===== src/rtl/day7_piso_serializer.sv =====
// day7_piso_serializer: parallel-in, serial-out shift register.
// Accepts a WIDTH-bit word over valid/ready and drives it out one bit per
// clock on x_o, qualified by x_valid_o. done_o marks the final bit of a frame.
// A word offered during the final bit cycle streams out with no idle gap.
// Optional feature macro: PISO_PARITY_EN appends one even-parity bit per frame.
module day7_piso_serializer #(
    parameter int WIDTH     = 4,
    parameter bit MSB_FIRST = 1'b1
) (
    input  logic             clk,
    input  logic             reset,
    input  logic [WIDTH-1:0] data_i,
    input  logic             valid_i,
    output logic             ready_o,
    output logic             x_o,
    output logic             x_valid_o,
    output logic             done_o
);

    localparam int CNT_W = $clog2(WIDTH + 1);
    localparam logic [CNT_W-1:0] LAST_IDX = CNT_W'(WIDTH - 1);
    localparam logic [CNT_W-1:0] LAST_M1  = CNT_W'(WIDTH - 2);

    typedef enum logic [1:0] {
        ST_IDLE   = 2'd0,
        ST_SHIFT  = 2'd1
`ifdef PISO_PARITY_EN
        , ST_PARITY = 2'd2
`endif
    } state_t;

    // Bit that leaves the word first, honouring the configured bit order.
    function automatic logic first_bit(input logic [WIDTH-1:0] w);
        return MSB_FIRST ? w[WIDTH-1] : w[0];
    endfunction

    // Word with its first-out bit removed, remaining bits moved into place.
    function automatic logic [WIDTH-1:0] drop_first(input logic [WIDTH-1:0] w);
        return MSB_FIRST ? {w[WIDTH-2:0], 1'b0} : {1'b0, w[WIDTH-1:1]};
    endfunction

`ifdef PISO_PARITY_EN
    // Even parity: the appended bit makes the total count of ones even.
    function automatic logic even_parity(input logic [WIDTH-1:0] w);
        return ^w;
    endfunction
`endif

    state_t           state_q, state_d;
    logic [CNT_W-1:0] cnt_q, cnt_d;
    logic [WIDTH-1:0] sreg_q, sreg_d;
    logic             x_q, x_d;
    logic             x_valid_q, x_valid_d;
    logic             done_q, done_d;
`ifdef PISO_PARITY_EN
    logic             par_q, par_d;
`endif
    logic             ready_s;
    logic             accept_s;
    logic             load_s;
    logic             idle_s;

    // Ready depends on state only: idle, or the last cycle of the current frame.
    always_comb begin
        ready_s = 1'b0;
        case (state_q)
            ST_IDLE:   ready_s = 1'b1;
`ifdef PISO_PARITY_EN
            ST_SHIFT:  ready_s = 1'b0;
            ST_PARITY: ready_s = 1'b1;
`else
            ST_SHIFT:  ready_s = (cnt_q == LAST_IDX);
`endif
            default:   ready_s = 1'b0;
        endcase
    end

    assign accept_s = valid_i && ready_s;

    // Next-state and next-output logic; loading a word and going idle are shared paths.
    always_comb begin
        state_d   = state_q;
        cnt_d     = cnt_q;
        sreg_d    = sreg_q;
        x_d       = 1'b0;
        x_valid_d = 1'b0;
        done_d    = 1'b0;
`ifdef PISO_PARITY_EN
        par_d     = par_q;
`endif
        load_s    = 1'b0;
        idle_s    = 1'b0;

        case (state_q)
            ST_IDLE: begin
                load_s = accept_s;
                idle_s = !accept_s;
            end
            ST_SHIFT: begin
                if (cnt_q != LAST_IDX) begin
                    x_d       = first_bit(sreg_q);
                    sreg_d    = drop_first(sreg_q);
                    cnt_d     = cnt_q + CNT_W'(1);
                    x_valid_d = 1'b1;
`ifdef PISO_PARITY_EN
                    done_d    = 1'b0;
`else
                    done_d    = (cnt_q == LAST_M1);
`endif
                end else begin
`ifdef PISO_PARITY_EN
                    state_d   = ST_PARITY;
                    x_d       = par_q;
                    x_valid_d = 1'b1;
                    done_d    = 1'b1;
                    sreg_d    = {WIDTH{1'b0}};
`else
                    load_s    = accept_s;
                    idle_s    = !accept_s;
`endif
                end
            end
`ifdef PISO_PARITY_EN
            ST_PARITY: begin
                load_s = accept_s;
                idle_s = !accept_s;
            end
`endif
            default: begin
                idle_s = 1'b1;
            end
        endcase

        if (load_s) begin
            state_d   = ST_SHIFT;
            sreg_d    = drop_first(data_i);
            x_d       = first_bit(data_i);
            x_valid_d = 1'b1;
            done_d    = 1'b0;
            cnt_d     = {CNT_W{1'b0}};
`ifdef PISO_PARITY_EN
            par_d     = even_parity(data_i);
`endif
        end else if (idle_s) begin
            state_d   = ST_IDLE;
            cnt_d     = {CNT_W{1'b0}};
            sreg_d    = {WIDTH{1'b0}};
`ifdef PISO_PARITY_EN
            par_d     = 1'b0;
`endif
        end else begin
            // Mid-frame: values chosen in the case statement stand.
            load_s    = 1'b0;
        end
    end

    // State, counter, shift register and registered outputs; reset aborts any frame.
    always_ff @(posedge clk or posedge reset) begin
        if (reset) begin
            state_q   <= ST_IDLE;
            cnt_q     <= {CNT_W{1'b0}};
            sreg_q    <= {WIDTH{1'b0}};
            x_q       <= 1'b0;
            x_valid_q <= 1'b0;
            done_q    <= 1'b0;
`ifdef PISO_PARITY_EN
            par_q     <= 1'b0;
`endif
        end else begin
            state_q   <= state_d;
            cnt_q     <= cnt_d;
            sreg_q    <= sreg_d;
            x_q       <= x_d;
            x_valid_q <= x_valid_d;
            done_q    <= done_d;
`ifdef PISO_PARITY_EN
            par_q     <= par_d;
`endif
        end
    end

    assign ready_o   = ready_s;
    assign x_o       = x_q;
    assign x_valid_o = x_valid_q;
    assign done_o    = done_q;

endmodule


===== config.mk =====
export PLATFORM = sky130hd
export DESIGN_NAME = day7_piso_serializer
export DESIGN_NICKNAME = d
export VERILOG_FILES = /design/src/rtl/day7_piso_serializer.sv
export SDC_FILE = /design/constraint.sdc
export NUM_CORES = 1
export LEC_CHECK = 0
export CORE_AREA = 5 5 42 44
export CTS_BUF_LIST = sky130_fd_sc_hd__clkbuf_8
export CTS_CLUSTER_SIZE = 40
export DETAILED_ROUTE_END_ITERATION = 6
export DIE_AREA = 0 0 47 49
export PLACE_DENSITY = 0.61
export SLEW_MARGIN = 40
export SYNTH_ARGS = -nofsm -noshare
export SYNTH_HDL_FRONTEND = slang
export SYNTH_SLANG_ARGS = --single-unit

===== constraint.sdc =====
create_clock -name clk -period 2 [get_ports clk]
set_input_delay 0.2 -clock clk [delete_from_list [all_inputs] [get_ports clk]]
set_output_delay 0.2 -clock clk [all_outputs]
set_load 0.02 [all_outputs]

## Word-level counts from Yosys, hierarchy flattened

Cells that the tools add are included.

| word-level totals | value |
|---|---|
| output and inout bits | 4 |
| memories kept | 0 |
| latch bits | 0 |
| flip-flop bits (word level) | 12 |
| ROM bits | 0 |
| logic and storage cells | 42 |
| bits of input ports | 7 |
| RAM bits | 0 |

| operators by class | value |
|---|---|
| muxes and demuxes | 24 |
| equal/unequal tests | 4 |
| bitwise gates (word level) | 0 |
| reductions and logical operators | 7 |
| multiply operators | 0 |
| div/mod/pow operators | 0 |
| magnitude comparators | 0 |
| add/sub/neg operators | 1 |
| shifts and indexed selects | 0 |

Operators with widths:

| kind | number |
|---|---|
| 2-to-1 mux 4 bit | 4 |
| 2-to-1 mux 3 bit | 4 |
| 2-to-1 mux 1 bit | 11 |
| equality test 3 x 2 -> 1 bit, second input constant | 2 |
| one-hot mux 1 bit (2 select lines) | 3 |
| nonzero test 3 bit | 2 |
| 2-to-1 mux 2 bit | 2 |
| adder 3 x 1 -> 3 bit, second input constant | 1 |
| != test 3 x 2 -> 1 bit, second input constant | 1 |
| equality test 2 x 1 -> 1 bit, second input constant | 1 |
| zero test 2 bit | 1 |
| AND reduction 2 bit | 1 |
| nonzero test 2 bit | 1 |
| logical AND 1 bit | 1 |
| zero test 1 bit | 1 |

## Depth between registers and ports, before layout

Gate-level depths: netlist of the first run.

| logic depth | value |
|---|---|
| depth in word-level cells | 8 |
| mapped depth | 5 |
| depth with buffers taken out | 5 |

## Least setup slack after synthesis of the first run

OpenSTA, ideal clock, no wires.

| timing | value |
|---|---|
| path kind | register to register |
| start point | register cnt_q[0] |
| end point | register sreg_q[1] |
| period minus slack after synthesis | 1,324 ps |
| setup time | 120 ps |
| arrival time | 1,205 ps |
| stages on the path, launching flop included | 6 |
| required time | 1,880 ps |
| path slack | 676 ps |
| path buffers | 0 |
| path through | dfrtp_1 > ha_1 > ha_1 > nor2b_4 > inv_2 > and3_1 |

| on the way | value |
|---|---|
| cells in the longest elaborated chain, start to end | 8 |
| elaborated cells between the ends (all ways) | 14 |
| those cells by class | eq/ne: 2; mux: 7; reduce/logical: 5 |

RTL lines:

| item | RTL line | RTL |
|---|---|---|
| from (decl) | 50 | `logic [CNT_W-1:0] cnt_q, cnt_d;` |
| from (signal assigned) | 161 | `cnt_q <= {CNT_W{1'b0}};` |
| from (signal assigned) | 171 | `cnt_q <= cnt_d;` |
| equality test 3 x 2 -> 1 bit (*) | 72 | `ST_SHIFT: ready_s = (cnt_q == LAST_IDX);` |
| one-hot mux 1 bit (2 select lines) (*) | 66 | `case (state_q)` |
| net ready_o | 14 | `output logic ready_o,` |
| logical AND 1 bit (*) | 78 | `assign accept_s = valid_i && ready_s;` |
| zero test 1 bit | 97, 119 |  |
| 2-to-1 mux 1 bit | 100 | `if (cnt_q != LAST_IDX) begin` |
| one-hot mux 1 bit (2 select lines) | 94 | `case (state_q)` |
| nonzero test 3 bit (no source line) or 2-to-1 mux 4 bit (tied branches) | n/a |  |
| AND reduction 2 bit (no source line) or 2-to-1 mux 4 bit (tied branches) | n/a |  |
| to (signal assigned) | 162 | `sreg_q <= {WIDTH{1'b0}};` |
| to (signal assigned) | 172 | `sreg_q <= sreg_d;` |
| to (decl) | 51 | `logic [WIDTH-1:0] sreg_q, sreg_d;` |

Mark *: on every way through the listed nets, which the timed path passes. The rest lies on a longest branch.
A chain may end at the register's enable or synchronous reset.

## Final worst setup path of the first run

| timing | value |
|---|---|
| start point | register cnt_q[0] |
| end point | output port ready_o |

| on the way | value |
|---|---|
| cells in the longest elaborated chain, start to end | 2 |

RTL lines:

| item | RTL line |
|---|---|
| equality test 3 x 2 -> 1 bit | 72 |
| one-hot mux 1 bit (2 select lines) | 66 |
| to (decl) | 14 |

Every way passes these cells.

==> summary.md, run 1 <==
| Metric | Value |
|---|---|
| GRT overflow | `0` |
| Final setup violation count | `0` |
| Post-synthesis mux area share | `0%` |
| Reg clk slew, reported paths | `around 0.040 ns` |
| DR vias | `about 260` |
| Clk buf depth | `2` |
| RSZ-0062 raised after global routing | `false` |
| Clock sink total | `10` |
| Flops & latches, synth | `10` |
| # DRC | `0` |
| Synth Warn # | `0` |
| XOR/XNOR Fraction of Synth Area | `0%` |
| Initial antenna violation count | `0` |
| Vias in the first global route | `between 200 and 300` |
| Overall global routing resource usage | `under 10%` |
| Sequential fraction of the synthesis area | `a little over 60%` |
| Post-synthesis cell area | `between 400 and 500 um^2` |
| Most common cell after layout, fill and taps aside | `dfrtp_1` |
| Yosys cell types | `11` |
| Detailed Route Iter0 Violations | `4` |
| Post-synthesis cell count | `34` |
| Total CTS buffers | `3` |
| Final instance area | `roughly 560 um^2` |
| FF-to-FF path depth | `5` |
| Hold Path Class | `primary input to asynchronous set/reset pin` |
| Io pins | `11` |
| Min cycle time layout | `~1.8 ns` |
| Share of cells above drive strength 1 | `between 10% and 20%` |
| Post-DP HPWL | `roughly 470 um` |
| Main combinational cell family by area after synthesis | `simple AND/OR/NAND/NOR gates` |
| Maximum fanout along the worst path | `7` |
| Setup TNS | `0 ns` |
| Number of post-CTS setup repair buffers | `0` |
| Clock skew | `approximately 0.0024 ns` |
| Detailed Routing Iterations Pass 1 | `2` |
| Die Area | `2300 um^2` |
| Hold buffer count at CTS | `0` |
| Later-pin clock latency in the skew report | `around 0.23 ns` |
| Setup crit end kind | `primary output` |
| FP Rows | `14` |
| Commonest non-fill, non-tap cells in the layout | `10 x dfrtp_1, 9 x clkdlybuf4s50_1` |
| Max cap viols | `0` |
| LEAKAGE | `about 0.00028 uW` |
| Starting Density | `between 20% and 30%` |
| Worst slew margin | `between 70 and 80%` |
| Placer Congestion | `between 0.6 and 0.7` |
| Final ANT Viol Nets | `0` |
| Final hold viol count | `0` |
| Core ar. | `1400 um^2` |
| CTS tree | `built` |
| Port Buf Inserts | `10` |
| PwrDens | `approximately 1400 nW/um^2` |
| Status | `finished clean` |
| Final period util | `92.3%` |
| Critical path class | `register to primary output` |
| Syn_area_per_cell | `approximately 12 um^2` |
| Die span in x | `between 40 and 50 um` |
| # fillers | `between 100 and 150` |
| Ant diodes | `0` |
| Max-slew violations | `0` |
| Crit path DAT | `between 1.5 and 2 ns` |
| DP Area | `between 500 and 600 um^2` |
| Worst vdd ir | `655 uV` |
| Root Buffer | `clkbuf_8` |
| Largest net degree at the start of global routing | `11` |
| P&R area growth vs syn | `39.9%` |
| Synth Net Count | `44` |
| Vias per cell | `between 4 and 5` |
| Post-synthesis simple-gate area fraction | `20.9%` |
| WL final | `roughly 630 um` |
| Multi-input gate area | `136 um^2` |
| Compound-cell area share of the yosys netlist | `3.74%` |
| Final #Nets | `a little under 60` |
| FF+latch area | `250 um^2` |
| WP data required | `1.80 ns` |
| Startpoint types | `register` |
| Die height | `about 49 um` |
| Post-layout util | `40.1%` |
| Fmax | `0.542 GHz` |
| Drt wl/cell | `about 10 um` |
| Synth Area in Adders | `under 10%` |
| Slew @ Worst Pin | `roughly 0.38 ns` |
| CTS H-tree depth | `1` |
| First-pass GRT wire length | `approximately 1200 um` |
==> layout make-up <==
| type | instances | share of cell area [%] |
|---|---|---|
| Clock buffer | 3 | 7.35 |
| Multi-Input combinational cell | 20 | 24.3 |
| Timing Repair Buffer | 10 | 17.6 |
| Sequential cell | 10 | 44.5 |
| Tap cell | 16 | 3.56 |
| Inverter | 4 | 2.67 |
==> per-stage QoR <==
step | total power (uW) | cells | hold slack, ns | setup slack, ns
2_1_floorplan | 494 | 34 | 0.0402 | 0.676
3_3_place_gp | 603 | 60 | 0.441 | 0.187
3_5_place_dp | 605 | 60 | 0.462 | 0.174
4_1_cts | 801 | 63 | 0.260 | 0.134
5_1_grt | 859 | 63 | 0.294 | 0.0400
6_report | 786 | 63 | 0.250 | 0.154
==> flip-flops by register name (all words and copies together) (netlist names) <==
register,cells
x_valid_o,1
state_q,1
x_o,1
done_o,1
sreg_q,3
cnt_q,3
==> critical path, stage by stage (launching register included) <==
cell and delay (ns):
dfrtp_1 0.39, ha_1 0.21, ha_1 0.24, nor2b_4 0.17
inv_2 0.08, dlygate4sd2_1 0.32
==> cell families after synthesis <==
| group | Yosys count |
|---|---|
| DFF | 10 |
| buffers and inverters | 4 |
| adders and majority gates | 3 |
| AOI/OAI and AO/OA | 3 |
| and+or+nand+nor | 14 |
==> final timing paths <==
kind	from	to	slack (ns)
setup / recovery	cnt_q[0]	ready_o	0.15
hold / removal	reset	done_o	0.25
setup reg to reg	cnt_q[0]	sreg_q[1]	0.62
hold reg to reg	cnt_q[0]	cnt_q[0]	0.46
max in group asynchronous	reset	sreg_q[1]	1.48
min in group clk	cnt_q[0]	cnt_q[0]	0.46
==> cell usage after synthesis (all sizes together) <==
cell	n	area, um^2
ha	3	37.5
o21ai	3	15.0
nand3b	3	22.5
dfrtp	10	250
and3	2	12.5
nor2	3	11.3
inv	4	15.0
nand2	3	11.3
nor2b	1	13.8
nand2b	2	12.5
==> layer usage <==
layer / track usage (%) / part of all wire [%]
met1: 10.0 / 45
met2: 8.82 / 42
met3: 3.32 / 11
met4: 4.15 / 1.6
met5: 0 / 0
==> repair_timing <==
item	CTS	global route
hold endpoints to repair	0	0
setup endpoints to repair	1	0
resized for setup	1	0
==> power by group <==
group / internal, uW / switching (uW) / leakage (uW)
Combinational: 130 / 148 / 0.000131
Sequential: 278 / 31.8 / 0.000124
Clock: 131 / 67.3 / 0.0000216
Total: 539 / 247 / 0.000276
(Power assumes the default switching activity.)
==> inputs of run 2 (changes only) <==
Settings changed: ABC_CLOCK_PERIOD_IN_PS set to 2000.
==> results of run 2 <==
Same layout as run 1: the final DEF is identical, and so are final timing and power.
